### config.mk
export PLATFORM = sky130hd
export DESIGN_NAME = seg_time_decoder
export DESIGN_NICKNAME = d
export VERILOG_FILES = /design/src/rtl/seg_time_decoder.sv
export SDC_FILE = /design/constraint.sdc
export NUM_CORES = 1
export LEC_CHECK = 0
export BUFFER_PORTS_ARGS = -buffer_cell sky130_fd_sc_hd__buf_4
export CORE_MARGIN = 3
export CORE_UTILIZATION = 25
export CTS_CLUSTER_SIZE = 12
export DETAILED_ROUTE_END_ITERATION = 7
export HOLD_SLACK_MARGIN = 0.05
export PLACE_DENSITY_LB_ADDON = 0.3
export SYNTH_ARGS = -nofsm -noshare
export SYNTH_HDL_FRONTEND = slang
export SYNTH_SLANG_ARGS = --single-unit
### constraint.sdc
create_clock -name Clk -period 5.41 [get_ports Clk]
set_input_delay 0.2705 -clock Clk [delete_from_list [all_inputs] [get_ports Clk]]
set_output_delay 0.2705 -clock Clk [all_outputs]
set_load 0.02 [all_outputs]
### src/rtl/seg_time_decoder.sv
// seg_time_decoder
// Receiving end of the stopwatch seven-segment display buses. Each new pattern
// must hold steady before it is decoded back to BCD digits and a binary
// tenths count. Successive values are checked for legal advance, and sticky
// flags report non-decimal glyphs and skipped steps.
// All state updates on the falling edge of Clk, matching the counter blocks.
module seg_time_decoder #(
    parameter int unsigned STABLE_CYCLES = 4,
    parameter int unsigned MAX_COUNT     = 999
) (
    input  logic       Clk,
    input  logic       nReset,
    input  logic [7:0] S0,
    input  logic [7:0] S1,
    input  logic [7:0] S2,
    input  logic       ClrErr,
    output logic [3:0] Digit0,
    output logic [3:0] Digit1,
    output logic [3:0] Digit2,
    output logic [9:0] Tenths,
    output logic       Valid,
    output logic       BadPattern,
    output logic       StepError
);

    localparam logic [3:0]  STABLE = 4'(STABLE_CYCLES);
    localparam logic [10:0] MAX    = 11'(MAX_COUNT);

    typedef enum logic {
        WAIT_FIRST,
        TRACK
    } state_t;

    state_t      state;
    logic [20:0] bus;
    logic [20:0] sample;
    logic [20:0] last_raw;
    logic [3:0]  stable_cnt;
    logic        taken;

    logic [4:0]  dec0;
    logic [4:0]  dec1;
    logic [4:0]  dec2;
    logic        digits_ok;
    logic [10:0] value;
    logic        accept;
    logic        step_ok;
    logic        bad_set;
    logic        step_set;

    // Decimal points carry no count information.
    logic        dp_unused;
    assign dp_unused = S0[7] ^ S1[7] ^ S2[7];

    assign bus = {S2[6:0], S1[6:0], S0[6:0]};

    // Glyph to {is_decimal, bcd}; anything outside 0-9 (hex letters, blank)
    // reports is_decimal = 0.
    function automatic logic [4:0] decode_glyph(input logic [6:0] seg);
        logic [4:0] r;
        r = '0;
        case (seg)
            7'h3F:   r = {1'b1, 4'd0};
            7'h06:   r = {1'b1, 4'd1};
            7'h5B:   r = {1'b1, 4'd2};
            7'h4F:   r = {1'b1, 4'd3};
            7'h66:   r = {1'b1, 4'd4};
            7'h6D:   r = {1'b1, 4'd5};
            7'h7D:   r = {1'b1, 4'd6};
            7'h07:   r = {1'b1, 4'd7};
            7'h7F:   r = {1'b1, 4'd8};
            7'h6F:   r = {1'b1, 4'd9};
            default: r = '0;
        endcase
        return r;
    endfunction

    // Decode the held sample and decide whether this edge accepts it.
    always_comb begin
        dec0      = decode_glyph(sample[6:0]);
        dec1      = decode_glyph(sample[13:7]);
        dec2      = decode_glyph(sample[20:14]);
        digits_ok = dec0[4] & dec1[4] & dec2[4];
        value     = 11'(dec2[3:0]) * 11'd100
                  + 11'(dec1[3:0]) * 11'd10
                  + 11'(dec0[3:0]);
        // taken blocks a saturated pattern from being accepted twice; the
        // last_raw compare blocks a pattern that returns after a glitch.
        accept    = (stable_cnt == STABLE) && !taken
                  && ((sample != last_raw) || (state == WAIT_FIRST));
        // The MAX_COUNT -> 0 wrap is covered by the N = 0 term.
        step_ok   = (value <= MAX)
                  && ((state == WAIT_FIRST)
                      || (value == 11'(Tenths) + 11'd1)
                      || (value == '0));
        bad_set   = accept && !digits_ok;
        step_set  = accept && digits_ok && !step_ok;
    end

    // Sample the buses and count how long the current pattern has held.
    always_ff @(negedge Clk or negedge nReset) begin
        if (!nReset) begin
            sample     <= '0;
            stable_cnt <= '0;
            taken      <= 1'b0;
        end else begin
            sample <= bus;
            if (bus == sample) begin
                if (stable_cnt != STABLE) begin
                    stable_cnt <= stable_cnt + 4'd1;
                end
                if (accept) begin
                    taken <= 1'b1;
                end
            end else begin
                stable_cnt <= 4'd1;
                taken      <= 1'b0;
            end
        end
    end

    // Tracking FSM: loads accepted values and maintains the sticky flags.
    always_ff @(negedge Clk or negedge nReset) begin
        if (!nReset) begin
            state      <= WAIT_FIRST;
            last_raw   <= '0;
            Digit0     <= '0;
            Digit1     <= '0;
            Digit2     <= '0;
            Tenths     <= '0;
            Valid      <= 1'b0;
            BadPattern <= 1'b0;
            StepError  <= 1'b0;
        end else begin
            Valid      <= 1'b0;
            BadPattern <= (BadPattern & ~ClrErr) | bad_set;
            StepError  <= (StepError & ~ClrErr) | step_set;
            if (accept) begin
                // A bad glyph still becomes last_raw so it is flagged once.
                last_raw <= sample;
                if (digits_ok) begin
                    Digit0 <= dec0[3:0];
                    Digit1 <= dec1[3:0];
                    Digit2 <= dec2[3:0];
                    Tenths <= value[9:0];
                    Valid  <= 1'b1;
                    state  <= TRACK;
                end
            end
        end
    end

endmodule
After elaboration in Yosys (flattened, before gate mapping)
Index checks and enable logic that the tools add are counted.

Register bits: 73. Bits of input ports: 27. Logic and storage cells: 87. Output and inout port bits: 25.

Multipliers: 2. Mux-type cells: 9. Equal/unequal tests: 37. Add/sub/neg operators: 4. Bitwise gates (word level): 8. Magnitude comparators: 1. Reduce and logical (&&, ||, !) cells: 14.

Operators by type and width (count): $pmux 5 s10 (3); $eq 7x7->1 const B (21); $eq 7x3->1 const B (6); $eq 21x21->1 (1); $eq 7x6->1 const B (3); $ne 21x21->1 (1); $add 10x1->11 const B (1); $add 11x4->11 (1); $add 11x8->11 (1); $eq 11x11->1 (1); $le 11x10->1 const B (1); $logic_not 11->1 (1); $mul 4x5->9 const B (1); $mux 4 (2); $mul 4x3->7 const B (1); $logic_and 1x1->1 (6); $add 4x1->4 const B (1); $and 1x1->1 (4); $eq 4x3->1 const B (1); $mux 1 (4); $ne 4x3->1 const B (1); $logic_not 1->1 (3); $logic_or 1x1->1 (3); $ne 2x1->1 const B (1); 4 further kinds (6).

Logic depth before layout (Yosys ltp)
Depth in word-level cells: 12. Mapped depth: 19. Gate-level depth less buffers: 18.

==> metrics.txt <==
maximum number of pins on one net before global-route repair=73; summed instance area of the synthesized netlist=4770 um^2; Max transition margin=37.4%; wire per inst=14.9 um; Period minus WS final=4.80 ns; count of port buffers added during placement=48; worst clock skew on the final layout=0.00526 ns; clock latency at the later pin of the worst-skew pair=0.34 ns; deepest level of the CTS H-tree=3; critical path class=reg -> reg; final std cells w/o fill=714; cell count after placement=698; number of enable-type register cells in the synthesized netlist=0; Total Nets Final=540; Top FF cell, synth=sky130_fd_sc_hd__dfrtn_1; path category of the worst min-delay check=reg -> reg; sinks on the clock net=72; proportion of synthesized chip area in sequential cells=37.8%; Inserted Clock Buffers=9; grt total ovfl=0; most used standard cell by instance count after synthesis=sky130_fd_sc_hd__dfrtn_1; count of nets left with antenna violations after detail routing=0; Gates resized, CTS repair=0; # diodes=0; post-detailed-routing wire length=10600 um; final count of negative-setup-slack endpoints=0; DIE AREA=20800 um^2; number of rows in the core area=49; detail-routed via count per cell=4.60; top cell types by occurrence after synthesis=sky130_fd_sc_hd__dfrtn_1, sky130_fd_sc_hd__xnor2_1, sky130_fd_sc_hd__mux2_2, sky130_fd_sc_hd__inv_1, sky130_fd_sc_hd__ha_1; async set-or-reset flop fraction in the synthesized netlist=100%; WP data required=8.29 ns; DIE WIDTH=144 um; overall fraction of global-route tracks in use=11.0%; top-area cell type share of the netlist area=37.8%; layout overhead on the synthesized area=18.0%; vias in the first global route=3470; core area=18300 um^2; family of cells with the greatest summed delay on the critical path=adder cells; kind of end point of the critical path=register; HPWL after DPL=8080 um; Setup TNS=0 ns; Fmax=208 MHz; worst slew pin tran=0.938 ns; Crit path arrival time=7.68 ns; hold buffer count at cts=0; length of the first detailed-routing pass in iterations=4; Clock Path Buffers=2; number of vias after detailed routing=3283; largest incremental delay on the critical path=0.65 ns; period utilization=88.8%; power density of the placed cells=247 nW/um^2; top cells by area, synth=sky130_fd_sc_hd__dfrtn_1, sky130_fd_sc_hd__xnor2_1, sky130_fd_sc_hd__mux2_2, sky130_fd_sc_hd__ha_1, sky130_fd_sc_hd__xor2_1; synth warn=0; number of nets produced by synthesis=504; vertical extent of the die=144 um; Critical-path top delay cell=sky130_fd_sc_hd__dfrtn_1; global placement routability congestion=0.790; number of antenna violations at the first check in global routing=0; unrepaired setup endpoints after global routing=false; layout cells sized above 1=23.7%; cell count after synthesis=444; fin. max-slew vios=0; buffers inserted by post-CTS timing repair=0; kind of start point of the critical path=register; CTS tree=done; starting utilization of the core area=26.0%; number of failing hold endpoints at the final stage=0; result of the run=finished, final reports clean; max cap viols=0; post-synth top area cell=sky130_fd_sc_hd__dfrtn_1; cells along the critical path=nor2b_1, a21oi_1, o21ai_1, ha_1, ha_1, fa_1, ha_1, ha_1, nor2_1, a211oi_1, o31a_1, xor2_1, or4_1, o311ai_2, o211ai_2; crit-path max FO=12; average instance area after synthesis=10.7 um^2; cell chosen for the clock root=sky130_fd_sc_hd__clkbuf_16; #FFs+latches synth=72; maximum VDD drop=0.000139 V; most frequent CP cell=sky130_fd_sc_hd__ha_1; DRT iter0 DRCs=156; global-route wire length before repair=17800 um; number of distinct library cells after synthesis=61; sum of buffers and inverters on the critical path=0; IO Pins=52; DRC viols=0; static power due to leakage=2.56 nW; clock-pin slew of the registers on the worst-case setup and hold paths=0.04 ns
[stage by stage]
step           worst slack, ns  power [mW]  util, %  hold slack [ns]  cell area [um^2]
5_1_grt                  0.282        1.45     30.7            0.463              5630
3_5_place_dp             0.644       0.695     28.8            0.444              5270
3_3_place_gp             0.688       0.691     28.8            0.434              5270
2_1_floorplan            0.918       0.652        -            0.443              4770
4_1_cts                  0.633        1.42     30.7            0.447              5630
6_report                 0.608        1.39     30.7            0.438              5630
[layer usage]
metal / GRT usage [%] / wire (um) / vias to the layer above
li1: - / - / 1623
met1: 14.0 / 4980 / 1593
met2: 17.8 / 5070 / 50
met3: 2.45 / 354 / 17
met4: 4.56 / 236 / 0
met5: 0 / 0 / -
[power breakdown]
group	total [mW]	internal [mW]	leakage, nW	switching (mW)
clock	0.706	0.477	0.173	0.229
combinational	0.105	0.0508	1.44	0.0537
sequential	0.578	0.550	0.952	0.0284
[cell usage in the layout (no fill, tap or decap), drive strengths merged, types with 4 or more instances in the layout]
cell type / count
nor3: 7
xor2: 19
nor2: 17
mux2: 41
clkbuf: 12
and4b: 5
nor4: 7
nand4: 16
nor2b: 4
ha: 28
fa: 5
nand2: 12
o21ai: 12
inv: 30
buf: 51
a21oi: 18
xnor2: 53
nand3: 10
and2: 5
nand2b: 10
dfrtn: 72
[final timing paths]
path                            from        end  slack [ns]  cells past startpoint
max                        sample[8]  StepError        0.61                     15
min                        Digit2[2]  Digit2[2]        0.44                      1
max reg2reg                sample[8]  StepError        0.61                     15
min reg2reg                Digit2[2]  Digit2[2]        0.44                      1
max in group asynchronous     nReset  Tenths[9]        2.12                      1
min in group asynchronous     nReset  sample[7]        2.66                      1
[state kept, by name, indices dropped and copies added (netlist names)]
register,count
BadPattern,1
Digit0,4
Digit1,4
Digit2,4
StepError,1
Tenths,9
Valid,1
last_raw,21
sample,21
stable_cnt,4
state,1
taken,1
[layout make-up]
class / count / area [um^2]
fill: 1879 / 12700
multi-input combinational: 317 / 2690
sequential: 72 / 1800
timing repair buffer: 51 / 383
tap: 229 / 287
clock buffer: 12 / 256
inverter: 29 / 109
clock inverter: 4 / 98.8
[cells by family after synthesis]
kind of cell | Yosys count | share of synthesized area (%)
AOI/OAI and AO/OA | 56 | 8.53
xor gates and xnor gates | 72 | 13.2
adders and majority gates | 33 | 9.45
buffers and inverters | 55 | 5.75
DFF | 72 | 37.8
muxes | 44 | 10.3
and+or+nand+nor | 112 | 15.0
No activity file was read; power rests on OpenSTA's default activity.
